==> config.mk <==
export PLATFORM = sky130hd
export DESIGN_NAME = truth_table_sweeper
export DESIGN_NICKNAME = d
export VERILOG_FILES = /design/src/rtl/truth_table_sweeper.sv
export SDC_FILE = /design/constraint.sdc
export NUM_CORES = 1
export LEC_CHECK = 0
export ABC_AREA = 1
export CAP_MARGIN = 25
export CORE_MARGIN = 1.5
export CORE_UTILIZATION = 35
export CTS_BUF_LIST = sky130_fd_sc_hd__clkbuf_16
export CTS_CLUSTER_SIZE = 20
export DETAILED_ROUTE_END_ITERATION = 10
export GPL_ROUTABILITY_DRIVEN = 0
export PLACE_DENSITY = 0.75
export SLEW_MARGIN = 20
export SYNTH_ARGS = -nofsm -noshare
export SYNTH_HDL_FRONTEND = slang
export SYNTH_SLANG_ARGS = --single-unit
==> constraint.sdc <==
create_clock -name clk -period 1.2 [get_ports clk]
set_input_delay 0.12 -clock clk [delete_from_list [all_inputs] [get_ports clk]]
set_output_delay 0.12 -clock clk [all_outputs]
set_load 0.01 [all_outputs]
==> src/rtl/truth_table_sweeper.sv <==
// Truth-table sweeper: steps a minterm counter through every input combination
// of a small combinational network, gives each minterm one settle cycle, and
// captures the returned response bit into a truth-table register.
// Optional feature macro: SWEEP_COMPARE_EN builds the compare-against-expected
// logic (err_count / pass). Without it pass and err_count stay zero and exp is
// ignored.
module truth_table_sweeper #(
    parameter int unsigned N_IN = 2
) (
    input  logic                 clk,
    input  logic                 rst_n,
    input  logic                 start,
    output logic [N_IN-1:0]      stim,
    input  logic                 s,
    input  logic [2**N_IN-1:0]   exp,
    output logic [N_IN-1:0]      m,
    output logic                 busy,
    output logic                 done,
    output logic [2**N_IN-1:0]   tbl,
    output logic                 pass,
    output logic [N_IN:0]        err_count
);

    localparam int unsigned N_MT = 2**N_IN;
    localparam int unsigned CW   = N_IN + 1;

    typedef enum logic [1:0] {
        IDLE   = 2'd0,
        APPLY  = 2'd1,
        SAMPLE = 2'd2,
        DONE   = 2'd3
    } state_t;

    state_t          state_q;
    state_t          state_d;
    logic            busy_d;
    logic            done_d;
    logic [N_IN-1:0] m_q;
    logic            last_mt;
    logic            accept;
    logic            sample_exit;

    assign last_mt     = (m_q == N_IN'(N_MT - 1));
    assign accept      = (state_q == IDLE) && start;
    assign sample_exit = (state_q == SAMPLE);

    // Minterm index drives the network directly so stim and m never disagree.
    assign m    = m_q;
    assign stim = m_q;

    // State register.
    always_ff @(posedge clk or negedge rst_n) begin
        if (!rst_n) begin
            state_q <= IDLE;
        end else begin
            state_q <= state_d;
        end
    end

    // Next-state logic: one APPLY (settle) and one SAMPLE cycle per minterm.
    always_comb begin
        state_d = state_q;
        case (state_q)
            IDLE:    if (start) state_d = APPLY;
            APPLY:   state_d = SAMPLE;
            SAMPLE:  state_d = last_mt ? DONE : APPLY;
            DONE:    state_d = IDLE;
            default: state_d = IDLE;
        endcase
    end

    // Output decode from the upcoming state so the registered flags line up with it.
    always_comb begin
        busy_d = 1'b0;
        done_d = 1'b0;
        case (state_d)
            APPLY, SAMPLE: busy_d = 1'b1;
            DONE:          done_d = 1'b1;
            default:       ;
        endcase
    end

    // Registered status flags.
    always_ff @(posedge clk or negedge rst_n) begin
        if (!rst_n) begin
            busy <= 1'b0;
            done <= 1'b0;
        end else begin
            busy <= busy_d;
            done <= done_d;
        end
    end

    // Minterm counter and truth-table capture; cleared on an accepted start.
    always_ff @(posedge clk or negedge rst_n) begin
        if (!rst_n) begin
            m_q <= '0;
            tbl <= '0;
        end else if (accept) begin
            m_q <= '0;
            tbl <= '0;
        end else if (sample_exit) begin
            tbl[m_q] <= s;
            if (!last_mt) begin
                m_q <= m_q + N_IN'(1);
            end
        end
    end

`ifdef SWEEP_COMPARE_EN
    logic          mismatch;
    logic [N_IN:0] err_next;

    // Running mismatch count including the minterm being sampled this cycle.
    always_comb begin
        mismatch = (s != exp[m_q]);
        err_next = err_count + CW'(mismatch);
    end

    // Error counter and verdict; the verdict uses the count including the last minterm.
    always_ff @(posedge clk or negedge rst_n) begin
        if (!rst_n) begin
            err_count <= '0;
            pass      <= 1'b0;
        end else if (accept) begin
            err_count <= '0;
            pass      <= 1'b0;
        end else if (sample_exit) begin
            err_count <= err_next;
            if (last_mt) begin
                pass <= (err_next == '0);
            end
        end
    end
`else
    logic unused_exp;

    assign unused_exp = ^exp;
    assign err_count  = '0;
    assign pass       = 1'b0;
`endif

endmodule

# --- Word level (Yosys, flattened, before mapping) ---
# Cells that the tools add are included.
classes:
  n_addsub: 1
  n_lt_le_gt_ge: 2
  n_eq_ne: 8
  mux: 13
  reduce_logical: 6
ops:
  columns: ["cell", "n"]
  rows:
  - ["$eq A2 B2 Y1 const B", 5]
  - ["$mux W2", 5]
  - ["$mux W4", 2]
  - ["$pmux W2 S4", 1]
  - ["$bwmux W4", 1]
  - ["$eq A2 B1 Y1 const B", 2]
  - ["$lt A2 B3 Y1 const B", 1]
  - ["$mux W1", 3]
  - ["$add A2 B1 Y2 const B", 1]
  - ["$demux W1 S2", 1]
  - ["$ge A2 B1 Y1 const B", 1]
  - ["$logic_and A1 B1 Y1", 2]
  - ["$logic_not A2 Y1", 1]
  - ["$ne A2 B1 Y1 const B", 1]
  - ["$reduce_and A2 Y1", 1]
  - ["$reduce_bool A2 Y1", 1]
  - ["$reduce_or A2 Y1", 1]
totals:
  regBits: 10
  word_cells: 35

# --- Longest topological paths before layout ---
depth:
  depth_word: 7
  ltp_mapped: 6
  ltp_nobuf: 6

# --- Least setup slack after synthesis ---
# OpenSTA, ideal clock, no wires.
synth_path:
  path_kind: "reg2reg"
  startpoint: "register m_q[0], in the netlist m[0]"
  endpoint: "register busy"
  setup_time_ns: 0.126
  arrival_time_ns: 1.117
  required_ns: 1.074
  setup_slack_ns: -0.043
  path_stages_with_launch: 5
  period_less_slack_ns: 1.243
  cell_sequence: "dfrtp_1 -> ha_1 -> nand2_1 -> o21ai_0 -> ha_1"
synth_between:
  elab_chain_cells: 6
synth_lines:
  columns: ["item", "line", "source"]
  rows:
  - ["from (decl)", "38", "logic [N_IN-1:0] m_q;"]
  - ["from (signal assigned)", "105", "m_q <= m_q + N_IN'(1);"]
  - ["$eq A2 B2 Y1 (*)", "43", "assign last_mt = (m_q == N_IN'(N_MT - 1));"]
  - ["$mux W2 (*)", "66", "SAMPLE: state_d = last_mt ? DONE : APPLY;"]
  - ["$pmux W2 S4 (*)", "63", "case (state_q)"]
  - ["net state_d[1]", "35", "state_t state_d;"]
  - ["$eq A2 B1 Y1 or $eq A2 B2 Y1 (tied branches)", "76", "case (state_d)"]
  - ["$reduce_or A2 Y1 (*)", "76", null]
  - ["$mux W1 (*)", "76", null]
  - ["net busy_d", "36", "logic busy_d;"]
  - ["to (signal assigned)", "89", "busy <= busy_d;"]
  - ["to (decl)", "17", "output logic busy,"]
# Mark *: on every way through the listed nets, which the timed path passes. The rest lies on a longest branch.
# A chain may end at the register's enable or synchronous reset.

# --- Worst setup path after layout ---
# Ends and elaborated chain as after synthesis.

==> results.md <==
- Commonest non-fill, non-tap cell in the layout: sky130_fd_sc_hd__nand2_1
- Seq/Total Area, Yosys: 44.54%
- Instance count of the mapped netlist: 60
- Largest net degree at the start of global routing: 11
- Final worst setup slack: 23.04 ps
- Antenna violations before repair: 0
- Area of the placeable core: 1506 um^2
- Y dimension of the die: 43.07 um
- Cell area after synthesis: 561.8 um^2
- CTS tree: done
- GRT Overall Usage: 13.61%
- Ports placed on the boundary: 22
- Critical Path Start Type: flop
- Post-route worst hold slack: 202.8 ps
- Internal power summed over all cells: 1501 uW
- Num Clock Sinks: 10
- Critical Path, Cell by Cell: ha_2 > nand2_2 > o21ai_2 > ha_1
- # setup viols final: 0
- Buffers from clock root to sink, at most: 2
- Highest cell delay on the worst timing path: 420 ps
- Die Area: 1855 um^2
- Number of nets with antenna violations after detailed routing: 0
- Part of the total power dissipated in the clock network: 25.4%
- Depth of the CTS H-tree: 1
- Maximum clock frequency: 849.6 MHz
- Number of buffers created by CTS: 3
- Ant. Diodes: 0
- Number of non-filler instances in the completed layout: 98
- Number of max-cap violations: 0
- Slowest library cell on the worst path: sky130_fd_sc_hd__dfrtp_2
- Cell Rows: 14
- Syn-to-layout area delta: 49.22%
- HP Class: input pin to asynchronous set/reset pin
- Setup repair after global routing missed its margin: yes
- Synthesized flop and latch total: 10
- Cell total after placement: 94
- Pre-CTS worst setup slack: -47.00 ps
- Data required time at the worst endpoint: 1310 ps
- Number of nets in the layout: 96
- Layout cells sized above 1: 40.24%
- Ratio of final minimum period to clock period: 98.08%
- Worst clock skew: 2.543 ps
- Number of DRC violations after detailed-routing iteration 0: 0
- Net Sw Frac: 35.88%
- Via count of the first global-routing pass: 434
- Vias: 442
- Number of remaining DRC errors: 0
- Overall power: 2341 uW
- Die Span X: 43.07 um
- Reg power frac: 24.7%
- Data arrival at the endpoint of the critical path: 1290 ps
- Clock period minus worst slack: 1177 ps
- Final count of pins violating max slew: 0
- Combinational group share of total power: 49.9%
- Synth cell types: 16
- Leak pwr: 0.0004500 uW
- Hold Vio Cnt, Final: 0
- Count of input and output buffers: 13
- Share of the core filled with cells in the final layout: 55.65%
- Wire length of the first global-routing pass: 1.807 mm
- Total iterations of the first detailed-routing run: 1
- Placed wire-length estimate after detailed placement: 764.1 um
- Clock transition at path regs: 40 ps
- Routed wirelength normalized by instance count: 10.76 um
- Psw: 840.0 uW
- Total grt overflow: 0
- Number of hold buffers added after cts: 0
- Commonest cells after routing, fill and taps aside: sky130_fd_sc_hd__nand2_1, sky130_fd_sc_hd__dfrtp_1, sky130_fd_sc_hd__buf_4
- Initial Util: 37.29%
- Cell area power density: 2792 nW/um^2
- Outcome: finished clean
- Setup crit end kind: flop
- Root Buffer: sky130_fd_sc_hd__clkbuf_16
- Post-Syn Area per Cell: 9.363 um^2
- Number of warning messages in the yosys log: 0
- Detailed-route wire length: 1.054 mm
- Worst vdd rail ir drop: 1.157 mV
- Critical path class: flop to flop
- Critical path peak fanout: 4
- Vias per Instance: 4.510
- Later-pin clock latency in the skew report: 240 ps
[final timing paths]
path	slack [ps]	end	cells past startpoint	from
worst max-delay path	20	busy	4	m[0]
worst min-delay path	200	tbl[2]	1	rst_n
worst max register to register	20	busy	4	m[0]
worst min register to register	510	tbl[3]	2	tbl[3]
max in group asynchronous	660	m[0]	1	rst_n
min in group clk	500	tbl[3]	3	s
[routing by layer]
layer / routed length, um / track usage (%) / part of all wire [%]
met1: 428 / 15.04 / 41
met3: 48 / 3.830 / 4.6
met4: 29 / 9.091 / 2.8
met5: 0 / 0 / 0
met2: 547 / 22.42 / 52
[synth_stat cells, drive strengths merged]
library cell  instances  share of area (%)
o21ai                 5                5.1
nand4                 3                3.3
ha                    5                 11
dfrtp                10                 45
inv                  10                6.7
nand3                 2                2.7
buf                   6                8.0
nand2                15                 13
conb                  1               0.67
a21oi                 3                4.7
[critical path, delay by kind of cell, from the launching register on]
kind	cells	cell delay [ps]
adders and majority gates	2	490
and+or+nand+nor	1	80
AOI/OAI and AO/OA	1	60
DFF	1	420
[flip-flops by register name (all words and copies together), names as in the netlist]
signal   flops
done         1
tbl          4
state_q      2
m            2
busy         1
[power groups by stage]
stage | Combinational, uW | Sequential [uW] | Clock (uW)
global route | 1300 | 598 | 634
detailed placement | 1200 | 583 | 0
CTS | 1140 | 579 | 603
global placement | 1180 | 579 | 0
floorplan | 599 | 658 | 0
finish | 1170 | 578 | 596
[logic make-up after synthesis]
logic type	share of synthesized area, %
AO/OA/AOI/OAI	9.799
adder cells (fa/ha/maj)	11.14
buffers and inverters	14.70
flip-flops	44.54
other	0.6675
AND/OR/NAND/NOR	19.15
[per-stage QoR]
step	TNS, ps	cell area (um^2)
CTS	0	820.8
detailed placement	-47.00	743.2
global placement	-17.84	743.2
floorplan	0	578.1
global route	-29.12	838.3
finish	0	838.3
[timing repair]
item | CTS | global route
setup endpoints to repair | 9 | 8
buffers inserted | 0 | 0
resized for setup | 13 | 8
[cell type report]
cell class / count / area, um^2
multi-input cells: 37 / 259.0
well taps: 16 / 20.02
clock inverters: 1 / 3.754
inverters: 10 / 37.54
clock buffers: 3 / 75.07
fillers: 135 / 668.1
flip-flops and latches: 10 / 252.7
repair buffers: 21 / 190.2
Power figures use the tool's default switching activity.
